File: config.mk
export PLATFORM = sky130hd
export DESIGN_NAME = seg7_value_display
export DESIGN_NICKNAME = d
export VERILOG_FILES = /design/src/rtl/seg7_pkg.sv /design/src/rtl/bin14_to_bcd.sv /design/src/rtl/seg7_value_display.sv
export SDC_FILE = /design/constraint.sdc
export NUM_CORES = 1
export LEC_CHECK = 0
export ABC_AREA = 1
export CAP_MARGIN = 20
export CORE_AREA = 8 8 74 124
export CTS_BUF_LIST = sky130_fd_sc_hd__clkbuf_8
export DETAILED_ROUTE_END_ITERATION = 10
export DIE_AREA = 0 0 82 132
export GPL_ROUTABILITY_DRIVEN = 0
export PLACE_DENSITY = 0.79
export SETUP_SLACK_MARGIN = 0.15
export SYNTH_ARGS = -nofsm -noshare
export SYNTH_HDL_FRONTEND = slang
export SYNTH_SLANG_ARGS = --single-unit
File: constraint.sdc
create_clock -name clk -period 4 [get_ports clk]
set_input_delay 0.4 -clock clk [delete_from_list [all_inputs] [get_ports clk]]
set_output_delay 0.4 -clock clk [all_outputs]
set_load 0.02 [all_outputs]
File: src/rtl/seg7_pkg.sv
// Shared codes, conversion state type and segment patterns for the 7-segment value display.
package seg7_pkg;

   localparam logic [3:0] DIGIT_DASH  = 4'hA;
   localparam logic [3:0] DIGIT_BLANK = 4'hF;

   typedef enum logic [1:0] {
      IDLE  = 2'd0,
      SHIFT = 2'd1,
      DONE  = 2'd2
   } conv_state_t;

   // Active-low patterns {g,f,e,d,c,b,a}; 0xA is the dash, unused codes are blank.
   localparam logic [6:0] SEG_LUT [16] = '{
      7'b1000000, 7'b1111001, 7'b0100100, 7'b0110000,
      7'b0011001, 7'b0010010, 7'b0000010, 7'b1111000,
      7'b0000000, 7'b0010000, 7'b0111111, 7'b1111111,
      7'b1111111, 7'b1111111, 7'b1111111, 7'b1111111
   };

   function automatic logic [6:0] seg_decode(input logic [3:0] code);
      return SEG_LUT[code];
   endfunction

endpackage

File: src/rtl/bin14_to_bcd.sv
// Sequential double-dabble: 14-bit binary to four BCD nibbles, one shift per clock.
module bin14_to_bcd
   import seg7_pkg::*;
(
   input  logic        clk,
   input  logic        clr_n,
   input  logic        i_start,
   input  logic [13:0] i_bin,
   output logic        o_busy,
   output logic        o_done,
   output logic [15:0] o_bcd
);

   conv_state_t r_state, w_state_nxt;
   logic [13:0] r_bin;
   logic [15:0] r_bcd;
   logic [3:0]  r_cnt;
   logic [15:0] w_adj;

   always_comb begin
      w_adj = r_bcd;
      for (int i = 0; i < 4; i++) begin
         if (r_bcd[i*4 +: 4] >= 4'd5) w_adj[i*4 +: 4] = r_bcd[i*4 +: 4] + 4'd3;
      end
   end

   always_comb begin
      w_state_nxt = r_state;
      case (r_state)
         IDLE:    if (i_start) w_state_nxt = SHIFT;
         SHIFT:   if (r_cnt == 4'd13) w_state_nxt = DONE;
         DONE:    w_state_nxt = IDLE;
         default: w_state_nxt = IDLE;
      endcase
   end

   always_ff @(posedge clk or negedge clr_n) begin
      if (!clr_n) begin
         r_state <= IDLE;
         r_bin   <= '0;
         r_bcd   <= '0;
         r_cnt   <= '0;
      end else begin
         r_state <= w_state_nxt;
         if (r_state == IDLE && i_start) begin
            r_bin <= i_bin;
            r_bcd <= '0;
            r_cnt <= '0;
         end else if (r_state == SHIFT) begin
            {r_bcd, r_bin} <= {w_adj[14:0], r_bin, 1'b0};
            r_cnt          <= r_cnt + 4'd1;
         end
      end
   end

   assign o_busy = (r_state != IDLE);
   assign o_done = (r_state == DONE);
   assign o_bcd  = r_bcd;

endmodule

File: src/rtl/seg7_value_display.sv
// Binary value to 4-digit multiplexed common-anode display. Optional leading-zero
// blanking is enabled by defining SEG7_LEADING_ZERO_BLANK_EN.
module seg7_value_display
   import seg7_pkg::*;
#(
   parameter int REFRESH_DIV = 100000
) (
   input  logic        clk,
   input  logic        clr_n,
   input  logic [13:0] value,
   input  logic        update,
   output logic        busy,
   output logic        ovf,
   output logic [3:0]  an,
   output logic [6:0]  seg
);

   localparam int CW = (REFRESH_DIV > 1) ? $clog2(REFRESH_DIV) : 1;

   logic             w_busy, w_done, w_accept, w_wrap;
   logic [15:0]      w_bcd;
   logic             r_ovf_next, r_ovf;
   logic [3:0][3:0]  r_d, w_d_nxt;
   logic [CW-1:0]    r_refresh;
   logic [1:0]       r_idx, w_idx_nxt;
   logic [3:0]       r_an;
   logic [6:0]       r_seg;
   logic [3:0]       w_code;

   assign w_accept = update & ~w_busy;

   bin14_to_bcd u_conv (
      .clk     (clk),
      .clr_n   (clr_n),
      .i_start (w_accept),
      .i_bin   (value),
      .o_busy  (w_busy),
      .o_done  (w_done),
      .o_bcd   (w_bcd)
   );

   always_comb begin
      w_d_nxt = r_d;
      if (w_done) w_d_nxt = r_ovf_next ? {4{DIGIT_DASH}} : w_bcd;
   end

`ifdef SEG7_LEADING_ZERO_BLANK_EN
   logic [3:0] r_blank, w_blank_nxt;

   // Blank from the top digit down until the first nonzero; ones digit always shown.
   always_comb begin
      w_blank_nxt = r_blank;
      if (w_done) begin
         w_blank_nxt[3] = ~r_ovf_next & (w_bcd[15:12] == 4'd0);
         w_blank_nxt[2] = w_blank_nxt[3] & (w_bcd[11:8] == 4'd0);
         w_blank_nxt[1] = w_blank_nxt[2] & (w_bcd[7:4] == 4'd0);
         w_blank_nxt[0] = 1'b0;
      end
   end

   always_ff @(posedge clk or negedge clr_n) begin
      if (!clr_n) r_blank <= '0;
      else        r_blank <= w_blank_nxt;
   end
`else
   logic [3:0] w_blank_nxt;
   assign w_blank_nxt = '0;
`endif

   assign w_wrap    = (r_refresh == CW'(REFRESH_DIV - 1));
   assign w_idx_nxt = w_wrap ? r_idx + 2'd1 : r_idx;
   assign w_code    = w_blank_nxt[w_idx_nxt] ? DIGIT_BLANK : w_d_nxt[w_idx_nxt];

   always_ff @(posedge clk or negedge clr_n) begin
      if (!clr_n) begin
         r_ovf_next <= 1'b0;
         r_ovf      <= 1'b0;
         r_d        <= '0;
         r_refresh  <= '0;
         r_idx      <= '0;
         r_an       <= 4'b1110;
         r_seg      <= 7'b1000000;
      end else begin
         if (w_accept) r_ovf_next <= (value > 14'd9999);
         if (w_done)   r_ovf      <= r_ovf_next;
         r_d       <= w_d_nxt;
         r_refresh <= w_wrap ? '0 : r_refresh + CW'(1);
         r_idx     <= w_idx_nxt;
         // Registered from next-state so digit and anode switch on the same edge.
         r_an      <= ~(4'b0001 << w_idx_nxt);
         r_seg     <= seg_decode(w_code);
      end
   end

   assign busy = w_busy;
   assign ovf  = r_ovf;
   assign an   = r_an;
   assign seg  = r_seg;

endmodule

==> flow_summary.yaml <==
setup_path:
  cp_data_required_time_ns: 4.25
  ff2ff_path_depth: 14
  r2r_end: "seg[3]"
  path_class: "register to register"
  worstReg2RegStart: "r_refresh[0]"
  cp-end-kind: "register"
  critical_path_peak_fanout: 13
  worstSetupStartpointType: "register"
  r2r_slack_ns: 1.64
  cp.arrival_ns: 2.61
global_routing:
  grt_overflow: 0
  grt_pass1_vias: 3653
  grtUsageTotal: 0.179
  grt_pass1_wl_mm: 15.6
  grt_max_degree: 85
  grt_antenna_before_repair: 0
die:
  core_area_sq_um: 7460
  initial_core_util: 0.582
  rows: 42
  io-pin-count: 30
  die_h_um: 132
  dieArea_sq_um: 10800
  fp.dieW_um: 82
clocking:
  cts.sinks: 84
  clock_latency_ns: 0.36
  cts_resized: 0
  root_buffer: "clkbuf_8"
  numCtsBuffers: 9
  cts_tree: "done"
  cts_buffer_depth: 2
  clk_pin_slew_ns: 0.08
  post_cts_buffers: 0
  hold_buffers: 0
  htree_levels: 3
min_path:
  hp-class: "input pin to asynchronous set/reset pin"
pwr:
  power.density_nw_per_um2: 639
  p_clk_frac: 0.175
  ir_drop_mv: 0.353
  p_leak_nw: 2.52
  switchingPower_mw: 1.24
  internal_power_mw: 1.88
  pwr-share-comb: 0.416
  p_sw_frac: 0.398
  power_frac_seq: 0.409
route:
  firstDrtPassIters: 6
  route.antenna.remaining_nets: 0
  viasPerCell: 5.49
  totalWireLength_mm: 8.91
  post_drt_wl_per_cell_um: 14.2
  dr_total_vias: 3456
  first_iter_violations: 187
  drc_errors: 0
yosys:
  async_reset_ff_frac: 1.00
  synth_area_per_cell_sq_um: 8.62
  synth_top_area_frac: 0.461
  synth_top_cell_by_area: "dfrtp_1"
  synth_cell_types: 36
  syn-cell-area_sq_um: 4350
  synthFlopType: "dfrtp_1"
  yosysWarnings: 0
  ys_seq_area_frac: 0.485
  synth-edff-count: 0
  ys_ff_latch: 84
  synth_nets: 537
  synth_area_leaders: "dfrtp_1 46%, inv_1 7.8%, nand2_1 7.5%"
  synth_cells: 504
timing:
  maxSlewHeadroom: 0.320
  tightest_slew_ns: 1.02
  fin_crit_ns: 2.36
  tns_ns: 0
  finClkSkew_ns: 0.00868
  fmax_mhz: 423
  setup_viol: 0
  rsz0062_at_grt: "false"
  drv_slew: 0
  hold_viol: 0
  fin_ws_ns: 1.64
  finalCritPeriodShare: 0.591
placement:
  dp_hpwl_mm: 6.59
  post-place-ws_ns: 1.64
  portBuffers: 29
  dp.cells: 611
finish:
  drive_above_1_share: 0.111
  area_delta_synth_final_pct: 12.5
  layout_commonest_cell: "inv_1"
  final_nets: 569
  final_cell_mix: "93 x inv_1, 87 x nand2_1, 80 x dfrtp_1, 43 x nand3_1, 38 x nor2_1"
  final_cells: 629
  antennaDiodeCount: 0
outcome:
  outcome: "finished, final reports clean"
run:
  cap_violations: 0
stage by stage:
| step | hold slack, ns | total power, mW | cell area (sq um) | utilization |
|---|---|---|---|---|
| 2_1_floorplan | 0.104 | 2.22 | 4350 | - |
| 3_5_place_dp | 0.465 | 2.59 | 4680 | 0.627 |
| 3_3_place_gp | 0.444 | 2.50 | 4680 | 0.627 |
| 5_1_grt | 0.418 | 3.38 | 4890 | 0.655 |
| 6_report | 0.415 | 3.12 | 4890 | 0.655 |
| 4_1_cts | 0.259 | 3.13 | 4850 | 0.650 |
worst max-delay path, cell delays in order (launching register included):
cell and delay (ns):
dfrtp_1 0.38, ha_1 0.19, nand3_1 0.17, inv_2 0.14, nand3_2 0.14, nand2_2 0.21, nand2_4 0.15, nand2_1 0.09
nand3_1 0.07, nand2_1 0.14, inv_1 0.09, ha_1 0.28, nand2_1 0.07, nand3_1 0.08, nand2_1 0.05
cell usage after synthesis (3+ instances only):
master and number:
a21oi_1 5, nand4_1 6, nor3_1 3, dfrtp_1 80, xor2_1 7, nand3_1 43, o32ai_1 3, a21boi_0 5
nand2_4 6, nand3_2 6, ha_1 16, clkbuf_1 7, inv_1 90, xnor2_1 3, nand2_1 87, o21ai_0 30
nand2_2 8, o22ai_1 17, dfstp_2 4, o221ai_1 13, inv_2 9, nor2_1 38
power groups by stage:
stage / registers, mW / clock network (mW) / logic, mW
3_3_place_gp: 1.28 / 0 / 1.22
6_report: 1.28 / 0.545 / 1.30
2_1_floorplan: 1.29 / 0 / 0.932
3_5_place_dp: 1.30 / 0 / 1.29
4_1_cts: 1.28 / 0.554 / 1.30
5_1_grt: 1.31 / 0.589 / 1.48
cells by family after synthesis:
| group | count (synthesis) | synth area share |
|---|---|---|
| compound gates | 79 | 0.119 |
| xor+xnor | 10 | 0.0202 |
| fa+ha+maj | 16 | 0.0461 |
| buf+inv | 112 | 0.105 |
| flops | 84 | 0.485 |
| simple gates | 203 | 0.225 |
worst max-delay path by stage:
stage                       startpoint      to  slack (ns)  cells past startpoint
after floorplan           r_refresh[0]  seg[3]        1.91                     15
after detailed placement  r_refresh[0]  seg[3]        1.64                     14
after CTS                 r_refresh[0]  seg[3]        1.63                     14
after global routing      r_refresh[0]  seg[4]        1.37                     17
final                     r_refresh[0]  seg[3]        1.64                     14
after global placement    r_refresh[0]  seg[3]        1.78                     14
area by class of cell:
type,instances,area (sq um)
Tap cell,88,110
Fill cell,637,2570
Clock inverter,5,21.3
Timing Repair Buffer,33,340
Sequential cell,84,2110
Clock buffer,11,151
Inverter,100,378
Multi-Input combinational cell,308,1780
per-layer routing:
metal,up-vias,global-route usage,part of all wire
met3,19,0.0307,0.037
met1,1656,0.183,0.38
li1,1689,-,-
met4,0,0.101,0.026
met5,-,0,0
met2,92,0.320,0.56
sequential cells by signal (all words and copies together) (netlist names):
signal / flops
r_ovf_next: 1
r_d: 16
seg: 7
u_conv.r_bin: 14
u_conv.r_state: 2
r_idx: 2
ovf: 1
u_conv.o_bcd: 16
an: 4
r_refresh: 17
u_conv.r_cnt: 4
(Power assumes the default switching activity.)
